File: src/rtl/frame_loader.sv
`default_nettype none
// ============================================================================
// Module      : frame_loader
// Description : Turns the SPI receiver byte stream into image frames in a
//               double-buffered (ping-pong) frame RAM. A start-of-frame byte
//               opens a frame. The next imgWidth*imgHeight bytes are written
//               to consecutive addresses. The finished bank is then handed to
//               the edge-detection core through a frameReady/frameRelease
//               handshake.
// Ports       : clk, rst                 - clock, synchronous active-high reset
//               byteIn/byteValid         - received byte stream
//               csActive                 - SPI chip select level
//               memWrite{Addr,Data,En,Bank} - frame RAM write port
//               readBank/frameReady      - completed frame for the core
//               frameRelease             - core is done with readBank
//               frameCount               - committed frames (wrapping)
//               abortErr/overrunErr      - abort pulse / sticky overrun flag
// Revision    : 1.0 - initial release
// ============================================================================
module frame_loader #(
    parameter int          imgWidth  = 64,
    parameter int          imgHeight = 48,
    parameter logic [7:0]  sofByte   = 8'hA5,
    parameter int          addrBits  = $clog2(imgWidth*imgHeight)
) (
    input  logic                clk,
    input  logic                rst,
    input  logic [7:0]          byteIn,
    input  logic                byteValid,
    input  logic                csActive,
    output logic [addrBits-1:0] memWriteAddr,
    output logic [7:0]          memWriteData,
    output logic                memWriteEn,
    output logic                memWriteBank,
    output logic                readBank,
    output logic                frameReady,
    input  logic                frameRelease,
    output logic [7:0]          frameCount,
    output logic                abortErr,
    output logic                overrunErr
);

    localparam logic [addrBits-1:0] c_LAST_ADDR = addrBits'(imgWidth*imgHeight - 1);

    typedef enum logic [1:0] {
        IDLE   = 2'd0,
        LOAD   = 2'd1,
        COMMIT = 2'd2
    } state_t;

    state_t              state_q, state_d;
    logic [addrBits-1:0] cnt_q, cnt_d;
    logic                wr_en_q, wr_en_d;
    logic [addrBits-1:0] wr_addr_q, wr_addr_d;
    logic [7:0]          wr_data_q, wr_data_d;
    logic                bank_q, bank_d;
    logic                ready_q, ready_d;
    logic [7:0]          count_q, count_d;
    logic                abort_q, abort_d;
    logic                overrun_q, overrun_d;

    always_ff @(posedge clk) begin
        if (rst) begin
            state_q   <= IDLE;
            cnt_q     <= '0;
            wr_en_q   <= 1'b0;
            wr_addr_q <= '0;
            wr_data_q <= 8'd0;
            bank_q    <= 1'b0;
            ready_q   <= 1'b0;
            count_q   <= 8'd0;
            abort_q   <= 1'b0;
            overrun_q <= 1'b0;
        end else begin
            state_q   <= state_d;
            cnt_q     <= cnt_d;
            wr_en_q   <= wr_en_d;
            wr_addr_q <= wr_addr_d;
            wr_data_q <= wr_data_d;
            bank_q    <= bank_d;
            ready_q   <= ready_d;
            count_q   <= count_d;
            abort_q   <= abort_d;
            overrun_q <= overrun_d;
        end
    end

    always_comb begin
        state_d   = state_q;
        cnt_d     = cnt_q;
        wr_en_d   = 1'b0;
        wr_addr_d = wr_addr_q;
        wr_data_d = wr_data_q;
        bank_d    = bank_q;
        ready_d   = ready_q;
        count_d   = count_q;
        abort_d   = 1'b0;
        overrun_d = overrun_q;

        // A release frees the read bank; a commit in the same cycle (below)
        // overrides this and keeps frameReady set for the new frame.
        if (frameRelease && ready_q) begin
            ready_d = 1'b0;
        end

        unique case (state_q)
            IDLE: begin
                if (byteValid && (byteIn == sofByte)) begin
                    state_d = LOAD;
                    cnt_d   = '0;
                end
            end

            LOAD: begin
                if (byteValid) begin
                    wr_en_d   = 1'b1;
                    wr_addr_d = cnt_q;
                    wr_data_d = byteIn;
                    if (cnt_q == c_LAST_ADDR) begin
                        // Completing the frame takes priority over a
                        // simultaneous chip-select drop.
                        state_d = COMMIT;
                    end else begin
                        cnt_d = cnt_q + 1'b1;
                        if (!csActive) begin
                            state_d = IDLE;
                            abort_d = 1'b1;
                        end
                    end
                end else if (!csActive) begin
                    state_d = IDLE;
                    abort_d = 1'b1;
                end
            end

            COMMIT: begin
                if (!ready_q || frameRelease) begin
                    bank_d  = ~bank_q;
                    ready_d = 1'b1;
                    count_d = count_q + 8'd1;
                    state_d = IDLE;
                end else if (byteValid) begin
                    overrun_d = 1'b1;
                end
            end

            default: begin
                state_d = IDLE;
            end
        endcase
    end

    assign memWriteAddr = wr_addr_q;
    assign memWriteData = wr_data_q;
    assign memWriteEn   = wr_en_q;
    assign memWriteBank = bank_q;
    assign readBank     = ~bank_q;
    assign frameReady   = ready_q;
    assign frameCount   = count_q;
    assign abortErr     = abort_q;
    assign overrunErr   = overrun_q;

endmodule
`default_nettype wire

File: config.mk
export PLATFORM = sky130hd
export DESIGN_NAME = frame_loader
export DESIGN_NICKNAME = d
export VERILOG_FILES = /design/src/rtl/frame_loader.sv
export SDC_FILE = /design/constraint.sdc
export NUM_CORES = 1
export LEC_CHECK = 0
export ABC_AREA = 1
export ABC_CLOCK_PERIOD_IN_PS = 1900
export BUFFER_PORTS_ARGS = -buffer_cell sky130_fd_sc_hd__buf_2
export CORE_MARGIN = 2
export CORE_UTILIZATION = 53
export DETAILED_ROUTE_END_ITERATION = 7
export PLACE_DENSITY_LB_ADDON = 0.2
export SYNTH_ARGS = -nofsm -noshare
export SYNTH_HDL_FRONTEND = slang
export SYNTH_SLANG_ARGS = --single-unit
File: constraint.sdc
create_clock -name clk -period 1.9 [get_ports clk]
set_input_delay 0.19 -clock clk [delete_from_list [all_inputs] [get_ports clk]]
set_output_delay 0.19 -clock clk [all_outputs]
set_load 0.005 [all_outputs]
# [Yosys cells after proc, flatten, opt, wreduce, memory -nomap -nowiden]
# Index checks and enable logic that the tools add are counted.
[classes] add_sub_neg=2 n_eq_ne=8 mux=17 bitwise=3 reduce_logical=12
[ops] operator="12-bit 2-to-1 mux" n=3
[ops] operator="12-bit case mux with 2 select lines" n=1
[ops] operator="12-bit by 1-bit adder with 12-bit output, second input constant" n=1
[ops] operator="12-bit equality test, second input constant" n=1
[ops] operator="2-bit 2-to-1 mux" n=5
[ops] operator="8-bit by 1-bit adder with 8-bit output, second input constant" n=1
[ops] operator="8-bit equality test, second input constant" n=1
[ops] operator="2-bit inequality test, second input constant" n=4
[ops] operator="1-bit 2-to-1 mux" n=7
[ops] operator="2-bit case mux with 3 select lines" n=1
[ops] operator="2-bit AND reduction" n=3
[ops] operator="4-bit AND reduction" n=1
[ops] operator="1-bit inverter" n=3
[ops] operator="3-bit AND reduction" n=1
[ops] operator="2-bit by 1-bit equality test with 1-bit output, second input constant" n=1
[ops] operator="2-bit equality test, second input constant" n=1
[ops] operator="1-bit logical AND" n=2
[ops] operator="2-bit logical NOT" n=1
[ops] operator="2-bit nonzero test" n=1
[ops] operator="2-bit OR reduction" n=1
[ops] operator="1-bit logical NOT" n=1
[ops] operator="1-bit logical OR" n=1
[word_totals] regBits=47 input_bits=13 out_inout_bits=34

# [Logic depth before layout (Yosys ltp)]
# Gate-level depths: netlist (run 1).
[logic_depth] word_depth=4 ltp_mapped=10 mapped_depth_nobuf=10

# [Worst setup path after synthesis (run 1)]
# No wires, ideal clock.
[synth_timing] kind="reg2reg" start="reg cnt_q[1]" end="reg cnt_q[7]" arrival_time_ns=1.330 required_time_ns=1.777 setup_slack_ns=0.446 path_stages_with_launch=10 path_buffers=1 period_less_slack_ns=1.454 path_cell_list="dfxtp_1 ha_1 nand2_2 nor2_2 nand4_2 buf_2 nand3_1 nand2_1 nand2_1 nor2_1"
[synth_via] elab_chain_len=4 elab_cells_between_ends=7 classes_between="add/sub (1); eq/ne (2); mux (3); reduce/logical (1)"
[synth_rtl] element="start: declaration" line="52" source="logic [addrBits-1:0] cnt_q, cnt_d;"
[synth_rtl] element="start signal: assignment" line="76" source="cnt_q <= cnt_d;"
[synth_rtl] element="12-bit by 1-bit adder with 12-bit output" line="124" source="cnt_d = cnt_q + 1'b1;"
[synth_rtl] element="12-bit 2-to-1 mux" line="119" source="if (cnt_q == c_LAST_ADDR) begin"
[synth_rtl] element="12-bit 2-to-1 mux" line="115" source="if (byteValid) begin"
[synth_rtl] element="12-bit case mux with 2 select lines" line="106" source="unique case (state_q)"
# Several ways; a longest one is shown, not always the timed one. The select of a mux whose other input is x is not followed.
# A chain may end at the register's enable or synchronous reset.

# [Final worst setup path (run 1)]
[layout_timing] start="reg cnt_q[1]" end="reg cnt_q[9]"
# The elaborated chain is that of the path after synthesis.

==> impl_results.md, run 1 <==
- Final HPWL DP: 3.49 mm
- Ys Warns: 0
- Htree depth: 2
- CP Data Required Time: 2.14 ns
- I/O Buffers: 46
- Die area: 0.00461 mm^2
- Worst Max-Slew Pin Slew: 0.387 ns
- Worst VDD drop: 0.601 mV
- DRC Markers: 0
- Crit path launch type: register
- Post-synth ARST share: 0%
- First-pass GRT wire length: 8.00 mm
- R2R depth: 7
- Hold Vio Cnt, Final: 0
- Crit path largest cell delay: 0.41 ns
- Critical path data arrival time: 1.87 ns
- Relative slew slack: 74.2%
- TritonRoute pass-1 iters: 4
- Max-cap violations: 0
- Crit path depth: 7
- Max Clk Rate: 611 MHz
- Worst hold path class: input port to register
- Count leader, synth: nand2_1
- Area leader, netlist: dfxtp_1
- LEAKAGE: 1.09 nW
- Crit-path cells: ha_1 > nand2_2 > nor2_2 > nand4_2 > nand2_2 > o21ai_1 > nor2_1
- # nets final: 377
- GRT Residual Overflow: 0
- Yosys reg bits: 47
- Syn_area_per_cell: 6.87 um^2
- Overall Global Routing Usage: 22.8%
- Placed Area: 0.00245 mm^2
- Clock buffer depth: 2
- Unique cell type count in the Yosys netlist: 27
- Fin Setup TNS: 0 ns
- Placed cell count: 405
- Layout cells sized above 1: 19.8%
- Routed length per instance: 11.7 um
- Postcts setup bufs: 0
- Outcome: finished, final reports clean
- TritonCTS clock tree: done
- Top delay family on crit path: simple AND/OR/NAND/NOR gates
- Min Tclk post-route: 1.64 ns
- Post-Synthesis Net Count: 330
- Main flop type after synthesis: dfxtp_1
- Hold Buf Count CTS: 0
- Sequential fraction of the synthesis area: 43.5%
- Layout area overhead: 18.7%
- Fin worst setup slack: 0.265 ns
- Post-synthesis cell count: 315
- Clk root buf: clkbuf_8
- Critical path class: register to register
- Routed Antenna Nets: 0
- Reg clk slew, reported paths: 0.08 ns
- Cell area after synthesis: 0.00216 mm^2
- DR vias/cell: 5.10
- Final setup viols: 0
- Io pins: 47
- Cts repair resizes: 0
- Routed vias: 2107
- Initial antenna violation count: 0
- Post-synth EDFFs: 0
- CP max FO: 12
- Clock sinks: 47
- Vias in the first global route: 1847
- Largest net degree at the start of global routing: 33
- Synth cell count leaders: nand2_1 (80), dfxtp_1 (47), nand3_1 (38), nor2_1 (38), inv_1 (32)
- Largest cells by area after synthesis: dfxtp_1 (43%), nand2_1 (14%), nand3_1 (8.8%)
- RSZ-0062 raised after global routing: false
- CP dominant cell by count: nand2_2
- Post-route cell area: 0.00257 mm^2
- ANT cells: 0
- Worst-Skew Late Latency: 0.30 ns
- Slowest library cell on the worst path: dfxtp_1
- Chip Height: 67.9 um
- Setup crit end kind: register
- WHS Path Cells: 3
- CTS Buf Count: 5
- Buf/Inv on CP: 0
- Die width: 67.9 um
- Final Util: 64.7%
- Share of the synthesized area in the top cell type: 43.5%
- Routed WL: 4.85 mm
- 1st-iter DRT viols: 94
- Final number of max-transition violations: 0
- Core ar.: 0.00397 mm^2
- Worst Clk Skew: 0.00374 ns
- Period utilization: 86.1%
- Post-Place Worst Slack: 0.298 ns
- Non-Filler Instances: 413
- Cell area power density: 697 mW/mm^2
- Row Count: 23
- RePlAce Congestion: 0.942
- Initial Utilization: 54.5%
[sequential cells by signal, summed over array words and instances, names as in the netlist]
signal and count:
state_q 2, memWriteData 8, abortErr 1, memWriteBank 1, frameReady 1, memWriteAddr 12, overrunErr 1, memWriteEn 1
cnt_q 12, frameCount 8
[per-layer routing]
metal	global-route usage [%]	vias to the layer above	wire, um
met1	28.6	960	2320
met4	9.50	0	40
met5	0	-	0
li1	-	1102	-
met2	37.5	41	2260
met3	5.59	4	235
[worst min-delay path, cell delays in order]
cell	delay [ns]
buf_2	0.10
nand2_1	0.05
nand2_1	0.04
[area by class of cell]
type / count / area [um^2]
multi-input combinational: 220 / 1030
clock inverter: 2 / 35.0
sequential: 47 / 941
tap: 50 / 62.6
inverter: 34 / 128
clock buffer: 6 / 82.6
fill: 398 / 1400
timing repair buffer: 54 / 290
[worst paths after layout]
path	startpoint	to	slack [ns]
worst max-delay path	cnt_q[1]	cnt_q[9]	0.26
worst min-delay path	byteIn[7]	memWriteData[7]	0.12
worst min register to register	memWriteData[4]	memWriteData[4]	0.46
worst max register to register	cnt_q[1]	cnt_q[9]	0.26
[report_power, final]
| part | switching (mW) | internal, mW | total [mW] |
|---|---|---|---|
| combinational | 0.0367 | 0.0167 | 0.0534 |
| sequential | 0.000139 | 0.984 | 0.984 |
| clock | 0.327 | 0.426 | 0.752 |
| total | 0.364 | 1.43 | 1.79 |
[placed cells by master (no fill, tap or decap)]
cell type and count:
a21oi_1 31, a21oi_2 1, a22oi_1 1, buf_2 46, buf_4 8, bufinv_16 1
clkbuf_8 6, clkinv_2 1, dfxtp_1 47, ha_1 2, inv_1 32, inv_2 2
nand2_1 80, nand2_2 2, nand3_1 38, nand3_4 1, nand4_1 5, nand4_2 1
nor2_1 38, nor2_2 2, nor2_4 1, nor3_1 4, nor3b_1 1, o21ai_0 6
o21ai_1 2, xnor2_1 2, xor2_1 2
[cell families (layout without fill, tap and decap cells)]
family,count (synthesis),count (layout),synth area share [%]
xor+xnor,4,4,1.62
buf+inv,48,96,8.96
flops,47,47,43.5
compound gates,41,41,9.77
fa+ha+maj,2,2,1.16
simple gates,173,173,35.0
[stage by stage]
step,hold WS [ns],power [mW]
after CTS,0.112,1.81
after global routing,0.114,1.85
after detailed placement,0.426,1.06
after global placement,0.432,1.06
final,0.123,1.79
after floorplan,0.293,1.04
Power figures use the tool's default switching activity.
==> inputs of run 2 (changes only) <==
--- a/config.mk
+++ b/config.mk
@@ -12,6 +12,7 @@
 export CORE_UTILIZATION = 53
 export DETAILED_ROUTE_END_ITERATION = 7
 export PLACE_DENSITY_LB_ADDON = 0.2
+export SLEW_MARGIN = 20
 export SYNTH_ARGS = -nofsm -noshare
 export SYNTH_HDL_FRONTEND = slang
 export SYNTH_SLANG_ARGS = --single-unit
==> constraint.sdc (replaced) <==
create_clock -name clk -period 1.9 [get_ports clk]
set_input_delay 0.38 -clock clk [delete_from_list [all_inputs] [get_ports clk]]
set_output_delay 0.38 -clock clk [all_outputs]
set_load 0.005 [all_outputs]
==> run 2 against run 1 <==
Against the previous run: total power grew 0.44%; die area is the same; sequential share of layout area is the same; via count grew 1.0%; maximum frequency shrank 4.0%; critical endpoint is now cnt_q[6]; largest cell class unchanged.
==> impl_results.md, run 2 (same netlist as run 1, synthesis figures left out) <==
- DRC Markers: 0 (unchanged)
- Routed length per instance: 12.0 um (+2.0%)
- Outcome: finished, final reports clean
- Worst hold path class: input port to register
- CP dominant cell by count: nand2_2
- Period utilization: 89.6% (+3.5 points)
- Io pins: 47 (unchanged)
- Layout area overhead: 18.7% (unchanged)
- Routed WL: 4.95 mm (+2.0%)
- Layout cells sized above 1: 19.8% (unchanged)
- CP Data Required Time: 2.08 ns (-0.06 ns)
- Max Clk Rate: 587 MHz (-4.0%)
- Routed Antenna Nets: 0 (unchanged)
- Initial antenna violation count: 0 (unchanged)
- Hold Buf Count CTS: 0 (unchanged)
- Postcts setup bufs: 0 (unchanged)
- Most frequent cells in the layout: nand2_1 (80), dfxtp_1 (47), buf_2 (46)
- Worst Max-Slew Pin Slew: 0.341 ns (-0.0461 ns)
- Commonest non-fill, non-tap cell in the layout: nand2_1
- Relative slew slack: 77.3% (+3.1 points)
- Setup crit end kind: register
- Routed vias: 2128 (+1.0%)
- Core ar.: 0.00397 mm^2 (unchanged)
- CP endpoint: cnt_q[6]
- RePlAce Congestion: 0.895 (-5.0%)
- Clock buffer depth: 2 (unchanged)
- Crit path largest cell delay: 0.41 ns (about the same)
- Clk root buf: clkbuf_8
- Initial Utilization: 54.5% (unchanged)
- Vias in the first global route: 1919 (+3.9%)
- 1st-iter DRT viols: 107 (+14%)
- Cts repair resizes: 0 (unchanged)
- Reg2Reg Setup Slack: 0.20 ns (-0.07 ns)
- Chip Height: 67.9 um (unchanged)
- Die width: 67.9 um (unchanged)
- Die area: 0.00461 mm^2 (unchanged)
- Overall Global Routing Usage: 23.1% (+0.32 points)
- RSZ-0062 raised after global routing: false
- R2R depth: 8 (+1)
- Worst Clk Skew: 0.00512 ns (+0.00138 ns)
- Final setup viols: 0 (unchanged)
- LEAKAGE: 1.09 nW (about the same)
- CP max FO: 12 (unchanged)
- Crit path launch type: register
- Reg clk slew, reported paths: 0.08 ns (about the same)
- Min Tclk post-route: 1.70 ns (+0.0673 ns)
- Critical path class: register to register
- ANT cells: 0 (unchanged)
- R2r startpoint: cnt_q[1]
- Slowest library cell on the worst path: dfxtp_1
- TritonRoute pass-1 iters: 4 (unchanged)
- Fin Setup TNS: 0 ns (unchanged)
- CTS Buf Count: 5 (unchanged)
- GRT Residual Overflow: 0 (unchanged)
- Max-cap violations: 0 (unchanged)
- First-pass GRT wire length: 8.05 mm (+0.60%)
- Largest net degree at the start of global routing: 33 (unchanged)
- Htree depth: 2 (unchanged)
- # nets final: 377 (unchanged)
- I/O Buffers: 46 (unchanged)
- Worst VDD drop: 0.404 mV (-33%)
- DR vias/cell: 5.15 (+1.0%)
- Final number of max-transition violations: 0 (unchanged)
- Hold Vio Cnt, Final: 0 (unchanged)
- Clock sinks: 47 (unchanged)
- TritonCTS clock tree: done
- Critical path origin: cnt_q[1]
- Final HPWL DP: 3.58 mm (+2.7%)
- Crit-path cells: ha_1 > nand2_2 > nor2_2 > nand4_2 > nand2_2 > inv_1 > nand2_1 > a21oi_1
- Final Util: 64.7% (unchanged)
- Worst-Skew Late Latency: 0.30 ns (about the same)
- Reg2reg end: cnt_q[6]
- Critical path data arrival time: 1.89 ns (+0.02 ns)
- Cell area power density: 700 mW/mm^2 (+0.44%)
- Row Count: 23 (unchanged)
-- run 2: cell counts in the layout (fill, tap and decap cells not counted) --
No cell type changed its count.
-- run 2: area by class of cell --
class	instances	area, um^2
clock buffer	6	82.6
clock inverter	2	35.0
fill	387	1400
inverter	34	128
multi-input combinational	220	1030
sequential	47	941
tap	50	62.6
timing repair buffer	54	290
-- run 2: power breakdown --
part / internal (mW) / total (mW) / switching, mW
Combinational: 0.0181 / 0.0551 / 0.0370
Sequential: 0.984 / 0.984 / 0.000153
Clock: 0.426 / 0.759 / 0.333
-- run 2: how the worst min path moves through the flow --
stage	slack (ns)	depth (start not counted)	to	startpoint
5_1_grt	0.29	3	memWriteData[7]	byteIn[7]
3_5_place_dp	0.45	2	memWriteData[3]	memWriteData[3]
3_3_place_gp	0.45	2	memWriteAddr[5]	memWriteAddr[5]
4_1_cts	0.29	3	memWriteData[7]	byteIn[7]
6_report	0.30	3	memWriteData[7]	byteIn[7]
2_1_floorplan	0.46	2	memWriteAddr[10]	memWriteAddr[10]
-- run 2: metal layers --
layer / GRT usage (%) / share of wire [%]
met5: 0 / 0
met4: 9.50 / 1.4
met3: 5.59 / 5.7
met2: 39.1 / 46
met1: 28.2 / 47
-- run 2: stage by stage --
stage	total power [mW]	hold WS (ns)	std cells	worst slack (ns)	area (um^2)
after floorplan	1.04	0.457	315	0.446	2160
after global placement	1.06	0.447	405	0.340	2450
after detailed placement	1.06	0.450	405	0.249	2450
after CTS	1.81	0.295	413	0.224	2570
after global routing	1.86	0.291	413	0.0945	2570
final	1.80	0.300	413	0.197	2570
-- run 2: worst max-delay path, delay by kind of cell, from the launching register on --
family | cells | cell delay (ns)
buffers and inverters | 1 | 0.12
adder cells (fa/ha/maj) | 1 | 0.30
AO/OA/AOI/OAI | 1 | 0.06
flip-flops | 1 | 0.41
AND/OR/NAND/NOR | 5 | 0.70
